`src/rtl/tank_timing_pkg.sv`:
```
// Shared circulation-timing constants and types for the delay-line store.
// Used by the access sequencer and by the arithmetic unit timing.
package tank_timing_pkg;

    localparam int unsigned WORD_BITS  = 18;
    localparam int unsigned TANK_WORDS = 32;
    localparam int unsigned TANK_BITS  = 5;
    localparam int unsigned POS_BITS   = $clog2(TANK_WORDS);
    localparam int unsigned ADDR_BITS  = TANK_BITS + POS_BITS;
    localparam int unsigned DIGIT_BITS = $clog2(WORD_BITS);

    typedef enum logic [1:0] {
        ST_IDLE,
        ST_WAIT_SLOT,
        ST_XFER,
        ST_ACK
    } seq_state_t;

    typedef struct packed {
        logic [TANK_BITS-1:0] tank;
        logic [POS_BITS-1:0]  pos;
    } tank_addr_t;

endpackage

```
`src/rtl/tank_timing_counter.sv`:
```
// Free-running digit / minor-cycle counter modelling tank circulation.
// Never stalls; shared with the arithmetic unit so both see one phase.
module tank_timing_counter #(
    parameter int unsigned WORD_BITS  = tank_timing_pkg::WORD_BITS,
    parameter int unsigned TANK_WORDS = tank_timing_pkg::TANK_WORDS
) (
    input  logic                          clk,
    input  logic                          rst,
    output logic [$clog2(WORD_BITS)-1:0]  digit,
    output logic [$clog2(TANK_WORDS)-1:0] minor,
    output logic                          digit_last_c
);

    localparam int unsigned DIGIT_W = $clog2(WORD_BITS);
    localparam int unsigned MINOR_W = $clog2(TANK_WORDS);

    assign digit_last_c = (digit == DIGIT_W'(WORD_BITS - 1));

    // Minor wraps by natural overflow since TANK_WORDS is a power of two.
    always_ff @(posedge clk) begin
        if (rst) begin
            digit <= '0;
            minor <= '0;
        end else if (digit_last_c) begin
            digit <= '0;
            minor <= minor + MINOR_W'(1);
        end else begin
            digit <= digit + DIGIT_W'(1);
        end
    end

endmodule

```
`src/rtl/tank_access_sequencer.sv`:
```
// Serial access sequencer for the mercury-delay-line store: waits for the
// addressed word to circulate round, then opens the tank gate for one word time.
module tank_access_sequencer #(
    parameter int unsigned WORD_BITS  = tank_timing_pkg::WORD_BITS,
    parameter int unsigned TANK_WORDS = tank_timing_pkg::TANK_WORDS,
    parameter int unsigned TANK_BITS  = tank_timing_pkg::TANK_BITS
) (
    input  logic                                    clk,
    input  logic                                    rst,
    input  logic                                    req,
    input  logic                                    req_write,
    input  logic                                    req_long,
    input  logic [TANK_BITS+$clog2(TANK_WORDS)-1:0] req_addr,
    output logic                                    ack,
    output logic                                    busy,
    output logic                                    t_in,
    output logic                                    t_out,
    output logic [TANK_BITS-1:0]                    tank_num,
    output logic [$clog2(WORD_BITS)-1:0]            digit,
    output logic [$clog2(TANK_WORDS)-1:0]           minor,
    output logic                                    second_half
);

    import tank_timing_pkg::*;

    localparam int unsigned POS_W = $clog2(TANK_WORDS);

    tank_addr_t        req_fields;
    seq_state_t        state;
    logic              cap_write;
    logic              cap_long;
    logic [POS_W-1:0]  cap_pos;
    logic              digit_last;
    logic              slot_due;

    tank_timing_counter #(
        .WORD_BITS  (WORD_BITS),
        .TANK_WORDS (TANK_WORDS)
    ) u_counter (
        .clk          (clk),
        .rst          (rst),
        .digit        (digit),
        .minor        (minor),
        .digit_last_c (digit_last)
    );

    assign req_fields = tank_addr_t'(req_addr);

    // Last digit of the minor cycle preceding the target: gate opens next cycle.
    assign slot_due = digit_last && ((minor + POS_W'(1)) == cap_pos);

    always_ff @(posedge clk) begin
        if (rst) begin
            state       <= ST_IDLE;
            cap_write   <= 1'b0;
            cap_long    <= 1'b0;
            cap_pos     <= '0;
            tank_num    <= '0;
            ack         <= 1'b0;
            busy        <= 1'b0;
            t_in        <= 1'b0;
            t_out       <= 1'b0;
            second_half <= 1'b0;
        end else begin
            ack <= 1'b0;
            case (state)
                ST_IDLE: begin
                    if (req) begin
                        cap_write <= req_write;
                        cap_long  <= req_long;
                        // Long words always occupy an even/odd position pair.
                        cap_pos   <= req_long ? {req_fields.pos[POS_W-1:1], 1'b0}
                                              : req_fields.pos;
                        tank_num  <= req_fields.tank;
                        busy      <= 1'b1;
                        state     <= ST_WAIT_SLOT;
                    end
                end
                ST_WAIT_SLOT: begin
                    if (slot_due) begin
                        t_in  <= cap_write;
                        t_out <= !cap_write;
                        state <= ST_XFER;
                    end
                end
                ST_XFER: begin
                    if (digit_last) begin
                        if (cap_long && !second_half) begin
                            second_half <= 1'b1;
                        end else begin
                            second_half <= 1'b0;
                            t_in        <= 1'b0;
                            t_out       <= 1'b0;
                            ack         <= 1'b1;
                            state       <= ST_ACK;
                        end
                    end
                end
                ST_ACK: begin
                    busy  <= 1'b0;
                    state <= ST_IDLE;
                end
                default: state <= ST_IDLE;
            endcase
        end
    end

endmodule

```
`config.mk`:
```
export PLATFORM = sky130hd
export DESIGN_NAME = tank_access_sequencer
export DESIGN_NICKNAME = d
export VERILOG_FILES = /design/src/rtl/tank_timing_pkg.sv /design/src/rtl/tank_timing_counter.sv /design/src/rtl/tank_access_sequencer.sv
export SDC_FILE = /design/constraint.sdc
export NUM_CORES = 1
export LEC_CHECK = 0
export ABC_AREA = 1
export BUFFER_PORTS_ARGS = -buffer_cell sky130_fd_sc_hd__buf_4
export CORE_MARGIN = 4
export CORE_UTILIZATION = 49
export CTS_BUF_LIST = sky130_fd_sc_hd__clkbuf_4
export DETAILED_ROUTE_END_ITERATION = 10
export MAX_ROUTING_LAYER = met4
export PLACE_DENSITY_LB_ADDON = 0.3
export SLEW_MARGIN = 20
export SYNTH_ARGS = -nofsm -noshare
export SYNTH_HDL_FRONTEND = slang
export SYNTH_SLANG_ARGS = --single-unit
```
`constraint.sdc`:
```
create_clock -name clk -period 1.4 [get_ports clk]
set_input_delay 0.28 -clock clk [delete_from_list [all_inputs] [get_ports clk]]
set_output_delay 0.28 -clock clk [all_outputs]
set_load 0.1 [all_outputs]
```
Yosys cells after proc, flatten, opt, wreduce, memory -nomap -nowiden
Index checks and enable logic that the tools add are counted.
{"block": "word_totals", "mem_bits_rw": 0, "inputBits": 15, "output_inout_bits": 20, "word_cells": 55, "latchBits": 0, "regBits": 29, "romBits": 0, "memories": 0}
{"block": "op_classes", "n_eq_ne": 9, "multipliers": 0, "mux": 16, "n_bitwise": 2, "shifts": 0, "div": 0, "n_reduce_logical": 14, "order_cmp": 0, "add_sub_neg": 2}
{"cell": "5-bit by 1-bit adder with 5-bit output (second input constant)", "count": 2}
{"cell": "1-bit 2-to-1 mux", "count": 8}
{"cell": "2-bit 2-to-1 mux", "count": 4}
{"cell": "2-bit != test (second input constant)", "count": 4}
{"cell": "2-bit one-hot mux with 4 select lines", "count": 1}
{"cell": "4-bit AND reduction", "count": 2}
{"cell": "1-bit one-hot mux with 2 select lines", "count": 3}
{"cell": "2-bit AND reduction", "count": 3}
{"cell": "5-bit equality test", "count": 1}
{"cell": "5-bit equality test (second input constant)", "count": 1}
{"cell": "2-bit equality test (second input constant)", "count": 2}
{"cell": "2-bit nonzero test", "count": 2}
{"cell": "3-bit OR reduction", "count": 1}
{"cell": "2-bit by 1-bit equality test with 1-bit output (second input constant)", "count": 1}
{"cell": "1-bit logical AND", "count": 2}
{"cell": "1-bit logical NOT", "count": 2}
{"cell": "2-bit logical NOT", "count": 1}
{"cell": "1-bit inverter", "count": 2}
{"cell": "2-bit OR reduction", "count": 1}

Depth between registers and ports, before layout
{"block": "logic_depth", "depth_word": 5, "depth_mapped": 13, "depth_no_buf": 13}

Modules after synthesis
From an unflattened synthesis, not the netlist that was laid out.
{"block": "unflattened", "hier_cells": 207, "hier_area_um2": 1455.1}
{"module": "tank_access_sequencer", "instances": 1, "seq_area_each_um2": 380.4, "cells_each": 145, "area_each_um2": 979.7}
{"module": "tank_timing_counter", "instances": 1, "seq_area_each_um2": 200.2, "cells_each": 62, "area_each_um2": 475.5}

Worst setup path after synthesis
No wires, ideal clock.
{"block": "synth_timing", "path_kind": "reg2reg", "from": "register u_counter.minor[0]", "to": "register t_in", "path_stages_with_launch": 13, "n_path_buf": 0, "setup_ns": 0.110, "slack_ns": -0.823, "arrival_time_ns": 2.113, "period_less_slack_ns": 2.223, "required_ns": 1.290, "cell_sequence": "dfxtp_1 ha_1 nand3_1 nand2_1 nand2_1 nor2_1 nor2_1 nand2_1 nand2_4 nand3_2 nand2_1 inv_1 nor2_1"}
{"block": "synth_between", "elab_chain_cells": 5}
{"item": "from (decl)", "line_no": "tank_timing_counter.sv:10", "rtl": "output logic [$clog2(TANK_WORDS)-1:0] minor,"}
{"item": "from (signal assigned)", "line_no": "tank_timing_counter.sv:26", "rtl": "minor <= minor + MINOR_W'(1);"}
{"item": "5-bit by 1-bit adder with 5-bit output", "line_no": "tank_access_sequencer.sv:50", "rtl": "assign slot_due = digit_last && ((minor + POS_W'(1)) == cap_pos);"}
{"item": "5-bit equality test", "line_no": "tank_access_sequencer.sv:50"}
{"item": "1-bit logical AND", "line_no": "tank_access_sequencer.sv:50"}
{"item": "2-bit != test (no line)"}
{"item": "4-bit AND reduction (no line)"}
{"item": "to (signal assigned)", "line_no": "tank_access_sequencer.sv:81", "rtl": "t_in <= cap_write;"}
{"item": "to (decl)", "line_no": "tank_access_sequencer.sv:16", "rtl": "output logic t_in,"}
Every way passes these cells.
A chain may end at the register's enable or synchronous reset.

Final worst setup path
{"block": "layout_timing", "from": "register u_counter.minor[1]", "to": "register state[0]"}
{"block": "layout_between", "elab_chain_cells": 5}
{"item": "5-bit by 1-bit adder with 5-bit output", "line_no": "tank_access_sequencer.sv:50"}
{"item": "5-bit equality test", "line_no": "tank_access_sequencer.sv:50"}
{"item": "1-bit logical AND", "line_no": "tank_access_sequencer.sv:50"}
{"item": "2-bit != test (no line)"}
{"item": "4-bit AND reduction (no line)"}
{"item": "to (signal assigned)", "line_no": "tank_access_sequencer.sv:54", "rtl": "state <= ST_IDLE;"}
{"item": "to (signal assigned)", "line_no": "tank_access_sequencer.sv:76", "rtl": "state <= ST_WAIT_SLOT;"}
{"item": "to (signal assigned)", "line_no": "tank_access_sequencer.sv:83", "rtl": "state <= ST_XFER;"}
{"item": "to (decl)", "line_no": "tank_access_sequencer.sv:29", "rtl": "seq_state_t state;"}
Every way passes these cells.

==> results.toml <==
[route]
drtIter0Drc = 91
ant_nets = 0
drc = 0
routedWlPerCell_um = 11.7
via_per_inst = 5.14
vias = 1384
drtPass1Iterations = 4
routed_wirelength_um = 3140

[logic_synthesis]
avgSynthCellArea_sq_um = 7.23
synth_area_sq_um = 1370
synth_fp_nets = 212
yosys_warnings = 0
synth_ff_type = "dfxtp_1"
synth-seq-area-share_pct = 42.3
synth-seq-cells = 29
ys_types = 27
synth-async-reset-ratio_pct = 0
synth_edf_count = 0
synthCells = 190

[worst_setup_path]
crit_start = "u_counter.minor[1]"
worst_setup_path_end_kind = "flop"
cp_max_fo = 6
crit_chain = "ha_4 -> inv_2 -> nand2_1 -> nand2_1 -> nor2_2 -> nand3_1 -> nor2_1 -> nand2_1 -> nand2_4 -> nand3_2 -> nand2_1 -> inv_1 -> nor2_1"
cpMaxStageDelayCell = "dfxtp_4"
start_kind = "flop"
worstSetupPathType = "reg -> reg"
critPathMostFrequentCell = "nand2_1"
worstPathArrival_ns = 1.77
path_buf_inv = 2
critPathRequiredTime_ns = 1.67
rr_startpoint = "u_counter.minor[1]"
cp_top_family = "simple AND/OR/NAND/NOR gates"
max_stage_delay_ns = 0.36

[grt]
grt_use_met3_pct = 6.81
met2_usage_pct = 35.1
grt_pass1_wl_um = 5280
use_met1_pct = 19.9
antenna_found_initial = 0
track_usage_pct = 19.9
overflow = 0
grt_pass1_vias = 1317
top_usage_layer = "met2"
grt_max_degree = 13

[finish]
stdcell_area_sq_um = 1850
final_common_cell = "buf_4"
final_nets = 260
area_growth_pct = 35.0
final_cell_mix = "buf_4 (42), nor2_1 (36), nand2_1 (30)"
n_antenna_cell = 0
drive_above_1_share_pct = 33.9

[clock_tree]
cts_max_level = 2
clock_path_buffers = 2
clkTransAtPathRegs_ns = 0.09
clock-sinks = 29
cts_inserted_buffers = 5
cts_root_buf = "clkbuf_4"
post_cts_buffers = 0
insertion_delay_ns = 0.32
cts_hold_buf = 0
cts_tree = "done"

[timing]
slew_headroom_pct = 81.4
fin_setup_tns_ns = -0.384
fin_ws_ns = -0.105
fin_crit_sh_pct = 107
layout_min_cycle_time_ns = 1.50
finalSetupViolations = 4
skew_ns = 0.00518
slew_violations = 0
fmax_mhz = 664
rsz0062_at_grt = "yes"
tightest_slew_ns = 0.282
hold_slack_ns = 0.146
final_hold_viol_count = 0

[power_and_ir_drop]
p_clk_share_pct = 15.2
ir_worst_vdd_uv = 1620
powerDensity_nw_per_um2 = 1760
comb_power_share_pct = 52.5
p_int_uw = 1730
p_switching_uw = 1540
p_leak_uw = 0.000863
switching_share_pct = 47.1
seqPwrFrac_pct = 32.3

[die]
die_area_sq_um = 3710
start_util_pct = 53.5
ios = 35
num_rows = 18
die_w_um = 61.0
die_h_um = 61.0
core-area_sq_um = 2570

[outcome]
violations = "setup timing"
status = "finished, violations left"

[worst_hold_path]
min_from = "rst"
min_path_type = "in -> reg"

[place]
place_area_sq_um = 1790
place_hpwl_um = 2490
gp_congestion = 0.909
io_buffers = 34

[run]
cap_viol_max_count = 0
-- worst reg2reg max path: stages (launching register included) --
cell	delay [ns]
dfxtp_4	0.36
ha_4	0.26
inv_2	0.03
nand2_1	0.05
nand2_1	0.06
nor2_2	0.07
nand3_1	0.06
nor2_1	0.09
nand2_1	0.09
nand2_4	0.10
nand3_2	0.08
nand2_1	0.07
inv_1	0.04
nor2_1	0.07
-- flip-flops by register name, indices dropped and copies added, names as in the netlist --
name and count:
ack 1, busy 1, cap_long 1, cap_pos 5
cap_write 1, second_half 1, state 2, t_in 1
t_out 1, tank_num 5, u_counter.digit 5, u_counter.minor 5
-- stage by stage --
stage	utilization [%]	worst slack, ns	power, uW	cells
after floorplan	-	-0.198	2290	190
final	72.2	-0.105	3260	269
after global routing	72.2	-0.272	3510	269
after CTS	72.0	-0.121	3270	269
after detailed placement	69.6	-0.143	2770	261
after global placement	69.6	-0.0376	2680	261
-- path summary, 6_finish.rpt --
kind                              to  slack [ns]  cells after the start
hold / removal           second_half        0.15                      2
setup reg to reg            state[0]       -0.10                     13
hold reg to reg   u_counter.digit[0]        0.46                      1
setup / recovery            state[0]       -0.10                     13
-- power by group through the flow --
stage	Clock (uW)	Sequential, uW	Combinational [uW]
2_1_floorplan	0	1570	721
3_3_place_gp	0	1070	1610
3_5_place_dp	0	1070	1690
4_1_cts	511	1050	1700
5_1_grt	549	1070	1890
6_report	497	1050	1710
-- synthesized netlist by cell type, types with 3 or more instances --
cell     count  area share (%)
nor2_1      37              10
nand2_1     31             8.5
dfxtp_1     29              42
inv_1       23             6.3
o21ai_0     15             5.5
nand4_1      9             4.1
ha_1         7             6.4
nand3_1      7             2.5
a21oi_1      5             1.8
inv_2        3            0.82
o22ai_1      3             1.4
-- per-layer routing --
metal  wire (um)  share of wire, %  up-vias
met1        1290                41      606
met5           0                 0        -
li1            -                 -      715
met3         230               7.3        6
met4          44               1.4        0
met2        1580                50       57
-- cell families after synthesis --
group | share of synthesized area, %
flip-flops | 42.3
AO/OA/AOI/OAI | 11.7
adder cells (fa/ha/maj) | 6.37
AND/OR/NAND/NOR | 30.7
buffers and inverters | 9.02
-- cell type report --
type	count	area (sq um)
fill	202	713
multi-input combinational	130	704
sequential	29	614
timing repair buffer	44	338
inverter	28	105
clock buffer	6	45.0
tap	30	37.5
clock inverter	2	10.0
-- repair_timing --
item	CTS	global route
resized for setup	3	2
pin swaps	6	1
endpoints found under the setup margin	6	13
No activity file was read; power rests on OpenSTA's default activity.
